`config.mk`:
```
export PLATFORM = sky130hd
export DESIGN_NAME = onehot_request_conditioner
export DESIGN_NICKNAME = d
export VERILOG_FILES = /design/src/rtl/onehot_request_conditioner.sv
export SDC_FILE = /design/constraint.sdc
export NUM_CORES = 1
export LEC_CHECK = 0
export CAP_MARGIN = 10
export CORE_ASPECT_RATIO = 0.5
export CORE_MARGIN = 2
export CORE_UTILIZATION = 55
export CTS_CLUSTER_SIZE = 30
export DETAILED_ROUTE_END_ITERATION = 10
export GPL_ROUTABILITY_DRIVEN = 0
export PLACE_DENSITY_LB_ADDON = 0.12
export SYNTH_ARGS = -nofsm -noshare
export SYNTH_HDL_FRONTEND = slang
export SYNTH_SLANG_ARGS = --single-unit
```
`constraint.sdc`:
```
create_clock -name clk -period 3.5 [get_ports clk]
set_input_delay 0.35 -clock clk [delete_from_list [all_inputs] [get_ports clk]]
set_output_delay 0.35 -clock clk [all_outputs]
set_load 0.005 [all_outputs]
```
`src/rtl/onehot_request_conditioner.sv`:
```
// Front-end for the 4-to-2 encoder: synchronises and debounces four raw request lines,
// turns each debounced press into a one-hot word and holds it under a valid/ready handshake.
module onehot_request_conditioner #(
    parameter int DEB_CYCLES = 4,
    parameter int CNT_W      = 8
) (
    input  logic       clk,
    input  logic       rst,
    input  logic [3:0] req_raw,
    input  logic       ready,
    output logic       valid,
    output logic [3:0] onehot,
    output logic       ovf
);

    // state | meaning
    // IDLE  | no word on the output, valid low
    // HOLD  | onehot carries an unconsumed event, valid high
    typedef enum logic {
        IDLE = 1'b0,
        HOLD = 1'b1
    } state_t;

    localparam logic [CNT_W-1:0] CNT_LAST = CNT_W'(DEB_CYCLES - 1);

    logic [3:0]       sq1_q;
    logic [3:0]       sq2_q;
    logic [3:0]       deb_q;
    logic [3:0]       deb_d;
    logic [3:0]       deb_prev_q;
    logic [CNT_W-1:0] cnt_q [4];
    logic [CNT_W-1:0] cnt_d [4];
    logic [3:0]       rise;

    logic [3:0]       pending_q;
    logic [3:0]       pending_d;
    logic [3:0]       clr_mask;
    logic [3:0]       pick;
    state_t           state_q;
    state_t           state_d;
    logic             valid_q;
    logic             valid_d;
    logic [3:0]       onehot_q;
    logic [3:0]       onehot_d;
    logic             ovf_q;
    logic             ovf_d;

    function automatic logic [3:0] pick_highest(input logic [3:0] p);
        if (p[3])      return 4'b1000;
        else if (p[2]) return 4'b0100;
        else if (p[1]) return 4'b0010;
        else if (p[0]) return 4'b0001;
        else           return 4'b0000;
    endfunction

    always_ff @(posedge clk or posedge rst) begin
        if (rst) begin
            sq1_q <= '0;
            sq2_q <= '0;
        end else begin
            sq1_q <= req_raw;
            sq2_q <= sq1_q;
        end
    end

    // A line must disagree with its debounced state for DEB_CYCLES consecutive cycles to flip it.
    always_comb begin
        for (int n = 0; n < 4; n++) begin
            deb_d[n] = deb_q[n];
            cnt_d[n] = '0;
            if (sq2_q[n] != deb_q[n]) begin
                if (cnt_q[n] == CNT_LAST) begin
                    deb_d[n] = sq2_q[n];
                end else begin
                    cnt_d[n] = cnt_q[n] + CNT_W'(1);
                end
            end
        end
    end

    always_ff @(posedge clk or posedge rst) begin
        if (rst) begin
            deb_q      <= '0;
            deb_prev_q <= '0;
            for (int n = 0; n < 4; n++) begin
                cnt_q[n] <= '0;
            end
        end else begin
            deb_q      <= deb_d;
            deb_prev_q <= deb_q;
            for (int n = 0; n < 4; n++) begin
                cnt_q[n] <= cnt_d[n];
            end
        end
    end

    assign rise = deb_q & ~deb_prev_q;
    assign pick = pick_highest(pending_q);

    always_comb begin
        state_d  = state_q;
        valid_d  = valid_q;
        onehot_d = onehot_q;
        clr_mask = '0;
        case (state_q)
            IDLE: begin
                if (|pending_q) begin
                    onehot_d = pick;
                    clr_mask = pick;
                    valid_d  = 1'b1;
                    state_d  = HOLD;
                end else begin
                    valid_d  = 1'b0;
                    onehot_d = '0;
                end
            end
            HOLD: begin
                if (ready) begin
                    if (|pending_q) begin
                        onehot_d = pick;
                        clr_mask = pick;
                        valid_d  = 1'b1;
                    end else begin
                        valid_d  = 1'b0;
                        onehot_d = '0;
                        state_d  = IDLE;
                    end
                end
            end
            default: begin
                valid_d  = 1'b0;
                onehot_d = '0;
                state_d  = IDLE;
            end
        endcase
        // A new edge landing on the same cycle its pending bit is consumed re-arms it without loss.
        pending_d = (pending_q & ~clr_mask) | rise;
        ovf_d     = ovf_q | (|(rise & pending_q & ~clr_mask));
    end

    always_ff @(posedge clk or posedge rst) begin
        if (rst) begin
            state_q   <= IDLE;
            valid_q   <= 1'b0;
            onehot_q  <= '0;
            pending_q <= '0;
            ovf_q     <= 1'b0;
        end else begin
            state_q   <= state_d;
            valid_q   <= valid_d;
            onehot_q  <= onehot_d;
            pending_q <= pending_d;
            ovf_q     <= ovf_d;
        end
    end

    assign valid  = valid_q;
    assign onehot = onehot_q;
    assign ovf    = ovf_q;

endmodule
```
==> run metrics, run 1 <==
status=completed; dpl hpwl=2610 um; aggregate routed wire length=3820 um; actual slew at the worst max-slew pin=901 ps; Max clock buf depth=2; drt first pass iters=4; crit-path max FO=8; met2 WL post-DR=1780 um; worst path required time=3700 ps; hold path start=sq1_q[1]; max-cap violations=0; max incr delay on CP=510 ps; post-CTS setup buffer count=0; PostCTS Resize Cnt=0; Routed met1 length=1810 um; Met3 Wirelength=191 um; dpl cells=288; Num CTS Buffers=9; CP delay by family, top=simple AND/OR/NAND/NOR gates; Die Wd=99.5 um; row count=17; final non-filler cell total=303; first-pass GRT wire length=6880 um; overall power=0.00197 W; DIE HEIGHT=51.7 um; final setup fails=0; Root Driver=clkbuf_8; crit path DAT=1980 ps; # diodes=0; Vias=1,632; H-tree depth=3; Hold Buf Count CTS=0; Initial Util=0.572; WL/cell=12.6 um; 1st-iter DRT viols=50; Setup Total Neg Slack=0 ps; vias in the first global route=1,518; GRT Util Overall=0.180; Leak=1.24 nW; crit share post-route=0.510; Fin. Hold Viols=0; Final #Nets=253; worst hold slack=350 ps; area of the mapped netlist=2510 um2; Final Skew=4.41 ps; filler cell count=354; Worst path slowest cell=or4b_4; CP Buf/Inv Count=0; crit path launch=cnt_q[16]; pwr/cell area=684 nW/um2; synth-to-layout area growth=15.1%; CTS tree=yes; die area=5150 um2; largest net degree at the start of global routing=31; gr ovfl total=0; Core Box Area=4380 um2; Setup crit start kind=flop; top routing layer used=met4; # DRC=0; clock latency on the worst-skew pair=340 ps; Post-DRT Antenna Nets=0; unrepaired setup endpoints after global routing=false; Final Max Slew Viols=0; worst r2r src=cnt_q[16]; Rel. slew slack=0.398; clock sinks=59; Worst VDD drop=0.337 mV; Seq/Total Area, Yosys=0.589; I/O pin count=13; worst hold path type=reg -> reg; CP cell instances=ha_1, or4b_4, o41ai_4, nor2_1; crit path capture type=flop; critical path type=reg -> reg; proportion of layout cells with a drive suffix above 1=0.110; Synth cell types=30; Post-Syn Instances=222; CTS clk-pin slew, worst paths=60 ps; syn_area_per_cell=11.3 um2; crit path time final=1780 ps; Vias per Instance=5.39; max frequency=561 MHz; Synth Net Count=233; Warnings, synthesis=0; synthesis-stage register bit count=59; initial antenna violation count=0; Port-buffer cells=12
==> layout make-up <==
class	instances	area [um2]	share of cell area
tap	57	71.3	0.0247
inverter	14	52.6	0.0182
clock buffer	13	159	0.0551
sequential	59	1480	0.512
clock inverter	2	35.0	0.0121
multi-input combinational	145	962	0.334
timing repair buffer	13	128	0.0443
==> Yosys cell counts, drive strengths merged <==
master	count	share of area
nand4	5	0.012
inv	14	0.021
ha	4	0.020
nor4	2	0.010
a21boi	1	0.0030
mux2	4	0.018
o21ai	19	0.038
nand2	10	0.015
o2111ai	2	0.0070
xnor2	5	0.017
or4	2	0.0075
nand2b	3	0.0075
or4b	2	0.011
nor3	2	0.0040
o31ai	2	0.0060
clkbuf	4	0.0060
a21oi	13	0.026
nor2b	2	0.0050
o21bai	3	0.0090
a41oi	1	0.0035
xor2	11	0.038
o311ai	1	0.0035
or3b	1	0.0035
dfrtp	59	0.59
o41ai	2	0.022
or3	14	0.035
a22o	2	0.0070
nand3	13	0.026
nor2	19	0.028
==> worst paths after layout <==
kind                             end  slack (ps)  cells after the start
max                        cnt_q[18]        1720                      4
min                         sq2_q[1]         350                      0
max reg2reg                cnt_q[18]        1720                      4
min reg2reg                 sq2_q[1]         350                      0
max in group asynchronous  cnt_q[11]        2300                      3
min in group asynchronous   sq2_q[0]         400                      2
==> stage by stage <==
stage / setup slack, ps / instance area (um2) / util
floorplan: 1690 / 2510 / -
global placement: 1530 / 2690 / 0.614
detailed placement: 1500 / 2690 / 0.614
CTS: 1700 / 2880 / 0.658
global route: 1610 / 2880 / 0.658
finish: 1720 / 2880 / 0.658
==> worst reg2reg max path: cells and delay by family (launching register included) <==
family          cells  cell delay [ps]
simple gates        2              610
flops               1              360
compound gates      1              450
fa+ha+maj           1              230
==> routing by layer <==
metal,vias to the layer above,global-route usage
met5,-,0
met4,0,0.0571
met3,5,0.101
met2,23,0.269
met1,784,0.226
li1,820,-
==> registers in the layout (all words and copies together), names as in the netlist <==
register / cells
cnt_q: 32
deb_prev_q: 4
deb_q: 4
onehot: 4
ovf: 1
pending_q: 4
sq1_q: 4
sq2_q: 4
state_q: 1
valid: 1
==> where the power goes <==
part / leakage (nW) / switching, W / internal, W
clock network: 0.0995 / 0.000245 / 0.000363
logic: 0.390 / 0.000200 / 0.000208
registers: 0.753 / 0.000133 / 0.000825
==> cells by family (layout without fill, tap and decap cells) <==
group / Yosys count / in the layout / synth area share
AND/OR/NAND/NOR: 75 / 75 / 0.165
flip-flops: 59 / 59 / 0.589
AO/OA/AOI/OAI: 46 / 46 / 0.125
buffers and inverters: 18 / 42 / 0.0270
XOR/XNOR: 16 / 16 / 0.0559
adder cells (fa/ha/maj): 4 / 4 / 0.0200
multiplexers: 4 / 4 / 0.0180
==> cell usage in the layout (no fill, tap or decap), types with 2 or more instances in the layout <==
cell type / count
clkbuf_8: 11
clkdlybuf4s50_1: 12
or4b_4: 2
o21bai_1: 3
mux2_2: 4
or3_1: 14
nor2b_1: 2
inv_1: 13
o31ai_1: 2
clkbuf_1: 2
nor3_1: 2
nand2_1: 10
a21oi_1: 13
a22o_1: 2
nor4_2: 2
o2111ai_1: 2
nand2b_1: 3
o21ai_0: 19
dfrtp_1: 59
ha_1: 4
nand3_1: 13
o41ai_4: 2
xnor2_1: 5
nand4_1: 5
nor2_1: 19
xor2_1: 11
Power figures use the tool's default switching activity.
==> run 2, diff against run 1 <==
--- a/config.mk
+++ b/config.mk
@@ -8,7 +8,7 @@
 export CAP_MARGIN = 10
 export CORE_ASPECT_RATIO = 0.5
 export CORE_MARGIN = 2
-export CORE_UTILIZATION = 55
+export CORE_UTILIZATION = 53
 export CTS_CLUSTER_SIZE = 30
 export DETAILED_ROUTE_END_ITERATION = 10
 export GPL_ROUTABILITY_DRIVEN = 0
==> constraint.sdc (replaced) <==
create_clock -name clk -period 1.49 [get_ports clk]
set_input_delay 0.149 -clock clk [delete_from_list [all_inputs] [get_ports clk]]
set_output_delay 0.149 -clock clk [all_outputs]
set_load 0.005 [all_outputs]
==> run 2 against run 1 <==
  * The run now ends with negative setup slack left
  * Sequential power increased by 130%
  * Maximum frequency increased by 6.5%
  * Die area increased by 3.6%
  * Hold slack got worse by 180 ps
  * Clock skew increased by 2.3 ps
  * Global-route usage increased by 2.1 points
  * Combinational power increased to 3.7 times the previous value
  * Worst setup slack got worse by 1900 ps
  * First-iteration DRC count increased by 56%
  * Clock power increased to 2.9 times the previous value
  * Clock-buffer cell count decreased by 2
  * Critical path type unchanged
==> run metrics, run 2 (synthesis results as in run 1) <==
failing checks=negative setup slack; Final Skew=6.71 ps (+2.30 ps); worst hold slack=165 ps (-185 ps); gr ovfl total=0 (unchanged); final non-filler cell total=337 (+11%); internal power=0.00390 W (+180%); initial antenna violation count=0 (unchanged); largest net degree at the start of global routing=29 (-6.5%); most frequent cells in the layout=dfrtp_1 (59), buf_4 (32), o21ai_0 (18), nor2_1 (15), or3_1 (14); Largest register FFs=32 (unchanged); critical path type=reg -> reg; Vias per Instance=5.31 (-1.4%); I/O pin count=13 (unchanged); unrepaired setup endpoints after global routing=true; status=finished with violations; max incr delay on CP=500 ps (about the same); most common cell after layout, fill and taps aside=dfrtp_1; worst hold path type=in -> async; final worst setup slack=-185 ps (-1900 ps); final setup fails=19 (+19); Port-buffer cells=12 (unchanged); proportion of layout cells with a drive suffix above 1=0.275 (+0.165); drt first pass iters=4 (unchanged); Core Box Area=4470 um2 (+1.9%); H-tree depth=3 (unchanged); CP delay by family, top=simple AND/OR/NAND/NOR gates; Setup crit start kind=flop; flop2flop setup slack=-190 ps (-1900 ps); Worst VDD drop=0.935 mV (+180%); crit-path max FO=5 (-3); first-pass GRT wire length=7950 um (+16%); 1st-iter DRT viols=78 (+56%); aggregate routed wire length=4790 um (+25%); dpl cells=316 (+9.7%); CTS tree=yes; worst path required time=1700 ps (-2000 ps); synth-to-layout area growth=32.2%; Die Wd=101 um (+1.8%); clock sinks=59 (unchanged); Comb pwr share=0.274 (+0.067); Setup Total Neg Slack=-2660 ps (-2660 ps); GRT Util Overall=0.201 (+0.0206); DP Area=2950 um2 (+9.6%); Final Max Slew Viols=0 (unchanged); Reg power frac=0.408 (-0.077); clock latency on the worst-skew pair=330 ps (about the same); Net Sw Frac=0.287 (-0.00592); Final #Nets=286 (+13%); Initial Util=0.561 (-0.0109); Reg with most FFs=cnt_q; Worst path slowest cell=or4b_4; Num CTS Buffers=9 (unchanged); Max clock buf depth=2 (unchanged); # DRC=0 (unchanged); Fin. Hold Viols=0 (unchanged); Sw Pwr=0.00157 W (+170%); WL/cell=14.2 um (+13%); CP cell instances=ha_2, or4b_4, o41ai_4, buf_4, a21oi_1; die area=5330 um2 (+3.6%); clock group share of total power=0.318 (+0.010); actual slew at the worst max-slew pin=406 ps (-496 ps); CP Buf/Inv Count=1 (+1); Root Driver=clkbuf_8; Vias=1,790 (+9.7%); row count=17 (unchanged); dpl hpwl=3160 um (+21%); Design Area, Final=3310 um2 (+15%); Post-DRT Antenna Nets=0 (unchanged); crit path capture type=flop; DIE HEIGHT=52.6 um (+1.7%); Rel. slew slack=0.729 (+0.331); max-cap violations=0 (unchanged); crit share post-route=1.12 (+0.615); vias in the first global route=1,755 (+16%); crit path DAT=1890 ps (-90 ps); crit path time final=1680 ps (-108 ps); # diodes=0 (unchanged); CTS clk-pin slew, worst paths=60 ps (about the same); max frequency=597 MHz (+6.5%); pwr/cell area=1650 nW/um2 (+140%); Leak=1.45 nW (+17%)
run 2: power by group through the flow:
stage | clock, W | sequential (W) | combinational (W)
3_5_place_dp | 0 | 0.00224 | 0.00132
6_report | 0.00174 | 0.00223 | 0.00150
5_1_grt | 0.00187 | 0.00228 | 0.00165
4_1_cts | 0.00178 | 0.00222 | 0.00143
3_3_place_gp | 0 | 0.00222 | 0.00127
2_1_floorplan | 0 | 0.00219 | 0.000758
run 2: path summary, 6_finish.rpt:
| check | from | to | cells past startpoint |
|---|---|---|---|
| worst min-delay path | rst | cnt_q[5] | 2 |
| worst min register to register | sq1_q[0] | sq2_q[0] | 0 |
| worst max-delay path | cnt_q[17] | cnt_q[21] | 5 |
| max in group asynchronous | rst | deb_q[2] | 3 |
| worst max register to register | cnt_q[17] | cnt_q[21] | 5 |
| min in group clk | req_raw[0] | sq1_q[0] | 1 |
run 2: worst reg2reg max path, cell delays in order, from the launching register on:
cell,delay [ps]
dfrtp_1,360
ha_2,190
or4b_4,500
o41ai_4,260
buf_4,210
a21oi_1,50
run 2: layer usage:
layer | GRT usage | up-vias | share of wire
li1 | - | 894 | -
met1 | 0.255 | 859 | 0.48
met2 | 0.326 | 33 | 0.48
met4 | 0.0428 | 0 | 0.0075
met3 | 0.0853 | 4 | 0.036
met5 | 0 | - | 0
run 2: what timing repair did:
item | 4_1_cts | 5_1_grt
buffers inserted | 2 | 3
hold buffers | 0 | 0
resized for setup | 13 | 7
setup endpoints to repair | 25 | 26
pin swaps | 3 | 2
run 2: layout make-up:
type	instances	area (um2)
clock inverters	5	100
inverters	14	56.3
clock buffers	11	141
multi-input cells	145	1070
flip-flops and latches	59	1480
repair buffers	46	400
fillers	297	1150
well taps	57	71.3
run 2: metrics by stage:
step / utilization / setup WS [ps] / power (W)
after floorplan: - / -159 / 0.00295
after global placement: 0.660 / -126 / 0.00349
after detailed placement: 0.660 / -152 / 0.00355
after CTS: 0.732 / -150 / 0.00543
after global routing: 0.742 / -245 / 0.00580
final: 0.742 / -185 / 0.00547
